### src/rtl/tlc_pkg.sv
// tlc_pkg: shared state encoding, duration defaults and width helper for traffic_intersection_ctrl.
package tlc_pkg;
    typedef enum logic [1:0] {
        ALL_RED  = 2'd0,
        GREEN    = 2'd1,
        YELLOW   = 2'd2,
        PED_WALK = 2'd3
    } tlc_state_e;

    localparam int DEF_GREEN_CYCLES   = 4;
    localparam int DEF_YELLOW_CYCLES  = 2;
    localparam int DEF_ALL_RED_CYCLES = 1;
    localparam int DEF_WALK_CYCLES    = 3;

    function automatic int clog2_min1(input int v);
        return (v <= 2) ? 1 : $clog2(v);
    endfunction
endpackage

### src/rtl/tlc_rr_pick.sv
// tlc_rr_pick: round-robin next approach with demand; current approach scanned last, fixed-time fallback.
module tlc_rr_pick import tlc_pkg::*; #(
    parameter int NUM_DIR = 2,
    localparam int DIR_W = clog2_min1(NUM_DIR)
) (
    input  logic [DIR_W-1:0]   active_dir,
    input  logic [NUM_DIR-1:0] car_present,
    output logic [DIR_W-1:0]   next_dir
);
    logic [DIR_W-1:0] idx;

    // Scan from farthest to nearest so the nearest demanding approach wins.
    always_comb begin
        idx = '0;
        next_dir = DIR_W'((int'(active_dir) + 1) % NUM_DIR);
        for (int i = NUM_DIR; i >= 1; i--) begin
            idx = DIR_W'((int'(active_dir) + i) % NUM_DIR);
            if (car_present[idx]) next_dir = idx;
        end
    end
endmodule

### src/rtl/traffic_intersection_ctrl.sv
// traffic_intersection_ctrl: round-robin multi-approach lamp sequencer with demand skipping.
// Optional pedestrian walk phase compiled in with TLC_PED_EN.
module traffic_intersection_ctrl import tlc_pkg::*; #(
    parameter int NUM_DIR        = 2,
    parameter int GREEN_CYCLES   = DEF_GREEN_CYCLES,
    parameter int YELLOW_CYCLES  = DEF_YELLOW_CYCLES,
    parameter int ALL_RED_CYCLES = DEF_ALL_RED_CYCLES,
    parameter int WALK_CYCLES    = DEF_WALK_CYCLES,
    localparam int DIR_W = clog2_min1(NUM_DIR)
) (
    input  logic               clk,
    input  logic               reset,
    input  logic               enable,
    input  logic [NUM_DIR-1:0] car_present,
    input  logic               ped_req,
    output logic [NUM_DIR-1:0] red,
    output logic [NUM_DIR-1:0] yellow,
    output logic [NUM_DIR-1:0] green,
    output logic               ped_walk,
    output logic [DIR_W-1:0]   active_dir
);
    localparam int MAX_GY = (GREEN_CYCLES > YELLOW_CYCLES) ? GREEN_CYCLES : YELLOW_CYCLES;
    localparam int MAX_RW = (ALL_RED_CYCLES > WALK_CYCLES) ? ALL_RED_CYCLES : WALK_CYCLES;
    localparam int CW = clog2_min1((MAX_GY > MAX_RW) ? MAX_GY : MAX_RW);

    tlc_state_e       state_q, state_d;
    logic [CW-1:0]    cnt_q, cnt_d, dur_m1;
    logic [DIR_W-1:0] dir_q, dir_d, next_dir;
    logic [NUM_DIR-1:0] onehot;
    logic             done, walk_go;

    tlc_rr_pick #(.NUM_DIR(NUM_DIR)) u_pick (
        .active_dir (dir_q),
        .car_present(car_present),
        .next_dir   (next_dir)
    );

`ifdef TLC_PED_EN
    logic ped_pending_q, ped_pending_d;
    assign walk_go = done && state_q == ALL_RED && ped_pending_q;
    // Entering the walk absorbs a same-edge request; requests during the walk are dropped.
    assign ped_pending_d = walk_go ? 1'b0 : (ped_req && state_q != PED_WALK) ? 1'b1 : ped_pending_q;
    assign ped_walk = state_q == PED_WALK;
    always_ff @(posedge clk or posedge reset) begin
        if (reset) ped_pending_q <= 1'b0;
        else ped_pending_q <= ped_pending_d;
    end
`else
    logic unused_ped_req;
    assign unused_ped_req = ped_req;
    assign walk_go = 1'b0;
    assign ped_walk = 1'b0;
`endif

    always_comb begin
        dur_m1 = state_q == GREEN    ? CW'(GREEN_CYCLES - 1)  :
                 state_q == YELLOW   ? CW'(YELLOW_CYCLES - 1) :
                 state_q == PED_WALK ? CW'(WALK_CYCLES - 1)   : CW'(ALL_RED_CYCLES - 1);
        done = enable && cnt_q == dur_m1;
        cnt_d = !enable ? cnt_q : done ? '0 : cnt_q + 1'b1;
        state_d = !done               ? state_q :
                  state_q == GREEN    ? YELLOW  :
                  state_q == YELLOW   ? ALL_RED :
                  state_q == PED_WALK ? ALL_RED :
                  walk_go             ? PED_WALK : GREEN;
        dir_d = (done && state_q == ALL_RED && !walk_go) ? next_dir : dir_q;
    end

    always_ff @(posedge clk or posedge reset) begin
        if (reset) begin
            state_q <= ALL_RED;
            cnt_q   <= '0;
            dir_q   <= DIR_W'(NUM_DIR - 1);
        end else begin
            state_q <= state_d;
            cnt_q   <= cnt_d;
            dir_q   <= dir_d;
        end
    end

    always_comb begin
        onehot = NUM_DIR'(1) << dir_q;
        green  = state_q == GREEN  ? onehot : '0;
        yellow = state_q == YELLOW ? onehot : '0;
        red    = ~(green | yellow);
    end

    assign active_dir = dir_q;
endmodule

### config.mk
export PLATFORM = sky130hd
export DESIGN_NAME = traffic_intersection_ctrl
export DESIGN_NICKNAME = d
export VERILOG_FILES = /design/src/rtl/tlc_pkg.sv /design/src/rtl/tlc_rr_pick.sv /design/src/rtl/traffic_intersection_ctrl.sv
export SDC_FILE = /design/constraint.sdc
export NUM_CORES = 1
export LEC_CHECK = 0
export ABC_AREA = 1
export CAP_MARGIN = 25
export CORE_AREA = 8 8 45 47
export DETAILED_ROUTE_END_ITERATION = 7
export DIE_AREA = 0 0 53 55
export HOLD_SLACK_MARGIN = 0.12
export PLACE_DENSITY_LB_ADDON = 0.2
export SLEW_MARGIN = 30
export SYNTH_ARGS = -nofsm -noshare
export SYNTH_HDL_FRONTEND = slang
export SYNTH_HIERARCHICAL = 1
export SYNTH_SLANG_ARGS = --single-unit
### constraint.sdc
create_clock -name clk -period 4.4 [get_ports clk]
set_clock_uncertainty 0.15 [all_clocks]
set_input_delay 0.88 -clock clk [delete_from_list [all_inputs] [get_ports clk]]
set_output_delay 0.88 -clock clk [all_outputs]
set_load 0.02 [all_outputs]
==> flow_metrics.env, run 1 <==
export IMPL_fmax_ghz=0.355
export IMPL_drt_wl_total_um=781
export IMPL_fin_area_um2=557
export IMPL_row_count=14
export IMPL_grt_pass1_wl_mm=1.32
export IMPL_hold_buffers=0
export IMPL_ctsLongestPathBuffers=2
export IMPL_grt_ovfl_total=0
export IMPL_crit_required_ns=3.37
export IMPL_synthArstFlopShare=1.00
export IMPL_fin_crit_ns=2.81
export IMPL_slowest_delay_ns=0.62
export IMPL_fin_ws_ns=1.59
export IMPL_cts_buffers=3
export IMPL_syn_to_final_growth_pct=36.5
export IMPL_syn_area_um2=408
export IMPL_yosys_top_cells_count="nand2_1, inv_1, nor2_1"
export IMPL_postRouteAntennaNets=0
export IMPL_yosys_area_top_type="dfrtp_1"
export IMPL_fp_dieW_um=53
export IMPL_track_usage=0.0636
export IMPL_dr_pass1_iters=4
export IMPL_cts_root_buf="clkbuf_4"
export IMPL_final_core_util=0.402
export IMPL_cts_resized=0
export IMPL_routedWlPerCell_um=8.88
export IMPL_whs_ns=0.377
export IMPL_synth_flop_cell="dfrtp_1"
export IMPL_drt_iter0_markers=6
export IMPL_cts_sinks=5
export IMPL_finalHoldViolCount=0
export IMPL_drc=0
export IMPL_netlist_instances=58
export IMPL_die_y_um=55
export IMPL_power_density_mw_per_mm2=713
export IMPL_seq_area_frac_synth=0.310
export IMPL_path_cells="inv_1 -> ha_1 -> inv_1 -> nor2_1 -> clkdlybuf4s50_1"
export IMPL_pre_cts_ws_ns=1.84
export IMPL_drv_cap=0
export IMPL_finalNetCount=84
export IMPL_cp_arrival_ns=1.78
export IMPL_peakVddDrop_v=0.000275
export IMPL_synth_edf_count=0
export IMPL_slew_viol_final=0
export IMPL_n_antenna_cell=0
export IMPL_grt_busiest_layer="met2"
export IMPL_fin_cells=88
export IMPL_start_util=0.295
export IMPL_antenna_found_initial=0
export IMPL_end_kind="primary output"
export IMPL_grt_pass1_vias=320
export IMPL_io_buffers=11
export IMPL_yosysMostFrequentCell="nand2_1"
export IMPL_die_area_mm2=0.00292
export IMPL_core_area_mm2=0.00138
export IMPL_criticalPathCategory="reg -> out"
export IMPL_ys_types=17
export IMPL_place_area_um2=531
export IMPL_clk_pin_slew_ns=0.05
export IMPL_total_power_uw=397
export IMPL_slowest_stage="clkdlybuf4s50_1"
export IMPL_synth_top_cell_area_share=0.245
export IMPL_vias=363
export IMPL_min_period_over_period=0.639
export IMPL_htreeDepth=1
export IMPL_grt_max_degree=9
export IMPL_dp_hpwl_um=638
export IMPL_hp_class="reg -> reg"
export IMPL_gp_congestion=0.710
export IMPL_p_leak_nw=0.303
export IMPL_outcome="complete, no violations"
export IMPL_use_met1=0.0613
export IMPL_setup_viol=0
export IMPL_cts_tree="yes"
export IMPL_avgSynthCellArea_um2=7.03
export IMPL_cts_setup_buffers=0
export IMPL_post_drt_via_cell_ratio=4.13
export IMPL_io_pin_count=14
export IMPL_critPathLaunchType="flop"
export IMPL_drive_gt1_frac=0.153
export IMPL_ys_ff_latch=5
export IMPL_grt_util_met3=0.0321
export IMPL_rsz0062_at_grt="no"
export IMPL_yosysWarnings=6
export IMPL_use_met2=0.0957
export IMPL_setup_tns_ns=0
export IMPL_place_inst=84
export IMPL_synthTopCellsByArea="dfrtp_1, ha_1, nand2_1"
export IMPL_cpMostUsedCell="inv_1"
export IMPL_clk_latency_ns=0.25
export IMPL_critPathMaxFanout=4
export IMPL_synth_nets=69
## metal layers
layer	wire length (µm)	vias to the layer above
met5	0	-
met4	36	0
met3	78	5
met2	318	11
met1	347	151
li1	-	196
## final cells by class
cell class,instances,area [µm²]
Timing Repair Buffer,11,110
Sequential cell,5,126
Clock buffer,4,26.3
Inverter,12,45.0
Tap cell,16,20.0
Multi-Input combinational cell,40,229
Fill cell,160,827
## cell families after synthesis
group,synth area share
AND/OR/NAND/NOR,0.353
buffers and inverters,0.129
adder cells (fa/ha/maj),0.153
flip-flops,0.310
AO/OA/AOI/OAI,0.0245
XOR/XNOR,0.0215
other,0.00919
## worst max-delay path, delay by kind of cell, from the launching register on
family        cells  cell delay, ns
fa+ha+maj         1            0.22
flops             1            0.40
simple gates      1            0.12
buf+inv           3            0.80
## state kept, by name, indices dropped and copies added, names as in the netlist
register    count
active_dir      1
cnt_q           2
state_q         2
## power breakdown
| group | internal (mW) | total [mW] | leakage, nW | switching (mW) |
|---|---|---|---|---|
| Clock | 0.0343 | 0.0538 | 0.0150 | 0.0195 |
| Combinational | 0.105 | 0.247 | 0.228 | 0.142 |
| Sequential | 0.0718 | 0.0965 | 0.0604 | 0.0248 |
## cells in the final DEF, fill, tap and decap left out
cell type,n
clkbuf_1,1
clkbuf_4,3
clkdlybuf4s50_1,11
conb_1,1
dfrtp_1,4
dfstp_2,1
ha_1,5
inv_1,10
inv_2,2
nand2_1,16
nand2_2,2
nand2_4,1
nand3_1,2
nand4_1,1
nor2_1,7
nor2_4,1
o21ai_1,2
or2_2,1
xor2_1,1
## worst paths after layout
check | cells after the start | slack [ns] | to | from
setup / recovery | 5 | 1.59 | green[0] | state_q[1]
setup reg to reg | 8 | 2.84 | state_q[0] | state_q[0]
min in group asynchronous | 2 | 0.67 | cnt_q[0] | reset
hold reg to reg | 2 | 0.38 | active_dir | active_dir
max in group asynchronous | 2 | 3.19 | active_dir | reset
hold / removal | 2 | 0.38 | active_dir | active_dir
Note: power is estimated with default switching activity, not from simulation.
==> run 2, diff against run 1 <==
Clock period 4.4 ns to 2.5 ns, I/O delays scaled along.
==> run 2 against run 1 <==
Effect of this change: die area stayed put; cell area increased by 1.3%; sequential power up 74%; sequential share of layout area is 0.30 points lower; clock-buffer cell count stayed put; flip-flop and latch count unchanged; critical path depth unchanged.
==> flow_metrics.env, run 2 (synthesis results as in run 1) <==
export IMPL_clk_pin_slew_ns=0.04
export IMPL_finalNetCount=84
export IMPL_postRouteAntennaNets=0
export IMPL_io_buffers=11
export IMPL_end_kind="primary output"
export IMPL_cts_setup_buffers=0
export IMPL_fin_cells=88
export IMPL_grt_pass1_vias=315
export IMPL_row_count=14
export IMPL_track_usage=0.0620
export IMPL_ctsLongestPathBuffers=2
export IMPL_fp_dieW_um=53
export IMPL_critPathMaxFanout=4
export IMPL_hp_class="in -> async"
export IMPL_cts_sinks=5
export IMPL_crit_required_ns=1.85
export IMPL_finalHoldViolCount=0
export IMPL_grt_pass1_wl_mm=1.28
export IMPL_highest_layer="met4"
export IMPL_fmax_ghz=0.426
export IMPL_routedWlPerCell_um=8.70
export IMPL_drc=0
export IMPL_critPathLaunchType="flop"
export IMPL_drv_cap=0
export IMPL_power_density_mw_per_mm2=1220
export IMPL_vias=361
export IMPL_htreeDepth=1
export IMPL_peakVddDrop_v=0.000461
export IMPL_min_period_over_period=0.940
export IMPL_cts_tree="yes"
export IMPL_drt_met1_wl_um=324
export IMPL_core_area_mm2=0.00138
export IMPL_setup_viol=0
export IMPL_setup_tns_ns=0
export IMPL_cts_buffers=3
export IMPL_met2WireLength_um=346
export IMPL_n_antenna_cell=0
export IMPL_post_drt_via_cell_ratio=4.10
export IMPL_antenna_found_initial=0
export IMPL_die_area_mm2=0.00292
export IMPL_start_util=0.295
export IMPL_drive_gt1_frac=0.153
export IMPL_drt_wl_total_um=766
export IMPL_pre_cts_ws_ns=0.323
export IMPL_gp_congestion=0.694
export IMPL_criticalPathCategory="reg -> out"
export IMPL_slew_viol_final=0
export IMPL_rsz0062_at_grt="no"
export IMPL_p_leak_nw=0.325
export IMPL_grt_ovfl_total=0
export IMPL_grt_max_degree=9
export IMPL_clk_latency_ns=0.24
export IMPL_die_y_um=55
export IMPL_fin_ws_ns=0.151
export IMPL_dp_hpwl_um=647
export IMPL_fin_crit_ns=2.35
export IMPL_outcome="complete, no violations"
export IMPL_final_common_cell="nand2_1"
export IMPL_final_core_util=0.408
export IMPL_drt_iter0_markers=5
export IMPL_io_pin_count=14
export IMPL_place_inst=84
export IMPL_cp_arrival_ns=1.70
export IMPL_hold_buffers=0
export IMPL_cts_root_buf="clkbuf_4"
export IMPL_layout_common_cells="nand2_1, inv_1, clkdlybuf4s50_1"
export IMPL_cts_resized=0
export IMPL_syn_to_final_growth_pct=38.3
export IMPL_met3_length_um=80
export IMPL_dr_pass1_iters=4
==> run 2: cell types whose count changed in the layout (fill, tap and decap cells not counted) <==
cell and change:
clkdlybuf4s50_1 -3, dlymetal6s2s_1 +3
==> run 2: stage by stage <==
stage | hold slack (ns) | power (mW) | area, µm²
floorplan | 0.128 | 0.468 | 408
global placement | 0.368 | 0.608 | 531
detailed placement | 0.375 | 0.610 | 531
CTS | 0.306 | 0.708 | 557
global route | 0.323 | 0.760 | 564
finish | 0.305 | 0.687 | 564
==> run 2: layout make-up <==
type,count,area [µm²]
Timing Repair Buffer,11,118
Clock buffer,4,26.3
Multi-Input combinational cell,40,229
Fill cell,154,820
Inverter,12,45.0
Tap cell,16,20.0
Sequential cell,5,126
==> run 2: layer usage <==
layer / global-route usage / vias up
li1: - / 194
met1: 0.0630 / 153
met2: 0.0898 / 10
met3: 0.0294 / 4
met4: 0.0647 / 0
met5: 0 / -
==> run 2: worst max-delay path, stage by stage (launching register included) <==
cell and delay [ns]:
dfrtp_1 0.40, inv_1 0.12, ha_1 0.17, inv_1 0.04, nor2_1 0.11, clkdlybuf4s50_1 0.62
==> run 2: final timing paths <==
check,cells past startpoint,end,start,slack [ns]
hold / removal,2,cnt_q[1],reset,0.31
setup / recovery,5,yellow[0],state_q[0],0.15
max in group asynchronous,2,active_dir,reset,1.66
min in group clk,2,active_dir,active_dir,0.37
hold reg to reg,2,active_dir,active_dir,0.37
setup reg to reg,8,state_q[0],state_q[0],0.96
==> run 2: power by group <==
group | internal [mW] | leakage, nW | switching [mW] | total [mW]
Clock | 0.0602 | 0.0150 | 0.0314 | 0.0916
Sequential | 0.126 | 0.0604 | 0.0416 | 0.168
Combinational | 0.179 | 0.250 | 0.249 | 0.428
==> run 3, diff against run 2 <==
Settings changed: GPL_TIMING_DRIVEN set to 0.
==> run 3 against run 2 <==
Effect of this change: fmax fell by 0.54%; total power rose by 0.69%; sequential share of layout area shrank 0.29 points; critical endpoint unchanged.
==> flow_metrics.env, run 3 (synthesis results as in run 1) <==
export IMPL_drt_iter0_markers=1
export IMPL_start_util=0.295
export IMPL_critPathLaunchType="flop"
export IMPL_io_pin_count=14
export IMPL_die_y_um=55
export IMPL_grt_pass1_vias=339
export IMPL_ctsLongestPathBuffers=2
export IMPL_cts_tree="yes"
export IMPL_slew_viol_final=0
export IMPL_htreeDepth=1
export IMPL_row_count=14
export IMPL_slowest_delay_ns=0.62
export IMPL_die_area_mm2=0.00292
export IMPL_endpoint="yellow[0]"
export IMPL_core_area_mm2=0.00138
export IMPL_cts_buffers=3
export IMPL_n_antenna_cell=0
export IMPL_post_drt_via_cell_ratio=4.10
export IMPL_drv_cap=0
export IMPL_power_density_mw_per_mm2=1210
export IMPL_peakVddDrop_v=0.000611
export IMPL_slowest_stage="clkdlybuf4s50_1"
export IMPL_routedWlPerCell_um=9.24
export IMPL_fp_dieW_um=53
export IMPL_path_cells="inv_1 -> ha_1 -> inv_1 -> nor2_1 -> clkdlybuf4s50_1"
export IMPL_finalNetCount=85
export IMPL_whs_ns=0.315
export IMPL_setup_tns_ns=0
export IMPL_io_buffers=11
export IMPL_gp_congestion=0.711
export IMPL_final_common_cell="nand2_1"
export IMPL_startpoint="state_q[0]"
export IMPL_r2r_slack_ns=0.93
export IMPL_track_usage=0.0641
export IMPL_dp_hpwl_um=683
export IMPL_cp_arrival_ns=1.71
export IMPL_cpMostUsedCell="inv_1"
export IMPL_drt_wl_total_um=822
export IMPL_ff2ff_path_depth=8
export IMPL_drive_gt1_frac=0.164
export IMPL_grt_pass1_wl_mm=1.32
export IMPL_fin_crit_ns=2.36
export IMPL_worst_r2r_startpoint="state_q[0]"
export IMPL_end_kind="primary output"
export IMPL_layout_common_cells="nand2_1, inv_1, clkdlybuf4s50_1"
export IMPL_min_period_over_period=0.945
export IMPL_grt_max_degree=9
export IMPL_r2r_end="state_q[0]"
export IMPL_postRouteAntennaNets=0
export IMPL_clk_latency_ns=0.24
export IMPL_final_core_util=0.413
export IMPL_cts_root_buf="clkbuf_4"
export IMPL_crit_required_ns=1.85
export IMPL_vias=365
export IMPL_rsz0062_at_grt="no"
export IMPL_finalHoldViolCount=0
export IMPL_setup_viol=0
export IMPL_critPathMaxFanout=4
export IMPL_antenna_found_initial=0
export IMPL_place_inst=85
export IMPL_clk_pin_slew_ns=0.05
export IMPL_syn_to_final_growth_pct=40.2
export IMPL_criticalPathCategory="reg -> out"
export IMPL_p_leak_nw=0.331
export IMPL_drc=0
export IMPL_hp_class="in -> async"
export IMPL_outcome="complete, no violations"
export IMPL_fmax_ghz=0.423
export IMPL_fin_cells=89
export IMPL_cts_sinks=5
export IMPL_grt_ovfl_total=0
export IMPL_cts_setup_buffers=0
export IMPL_dr_pass1_iters=2
run 3: cell count changes in the layout (fill, tap and decap cells not counted), sizes merged:
cell and change:
buf +1
run 3: timing repair:
action                                  CTS  global route
resized for setup                         0             3
hold buffers                              0             0
endpoints found under the setup margin    0             3
run 3: power by group:
part	internal, mW	switching [mW]
combinational	0.180	0.251
clock	0.0603	0.0328
sequential	0.126	0.0417
total	0.367	0.325
run 3: worst min path at each step:
stage                from    endpoint  slack [ns]  depth (start not counted)
2_1_floorplan       reset    cnt_q[0]        0.13                          1
3_3_place_gp   active_dir  active_dir        0.37                          2
3_5_place_dp   active_dir  active_dir        0.37                          2
4_1_cts             reset    cnt_q[1]        0.31                          2
5_1_grt             reset    cnt_q[1]        0.34                          2
6_report            reset    cnt_q[1]        0.32                          2
run 3: per-stage QoR:
step / instance area, µm² / setup slack, ns / power, mW
after global routing: 572 / 0.0196 / 0.761
after CTS: 564 / 0.0491 / 0.717
after global placement: 538 / 0.322 / 0.608
after floorplan: 408 / 0.612 / 0.468
after detailed placement: 538 / 0.318 / 0.616
final: 572 / 0.138 / 0.692
run 3: final cells by class:
cell class,instances,area [µm²]
Fill cell,156,812
Multi-Input combinational cell,40,229
Inverter,12,45.0
Sequential cell,5,126
Clock buffer,4,26.3
Tap cell,16,20.0
Timing Repair Buffer,11,118
Buffer,1,7.51
run 3: per-layer routing:
layer / share of wire / global-route usage
met1: 0.44 / 0.0613
met2: 0.47 / 0.0977
met4: 0 / 0.0647
met3: 0.085 / 0.0321
met5: 0 / 0
run 3: worst max-delay path, delay by kind of cell, from the launching register on:
kind / cells / cell delay [ns]
adders and majority gates: 1 / 0.17
buffers and inverters: 3 / 0.78
DFF: 1 / 0.41
and+or+nand+nor: 1 / 0.11
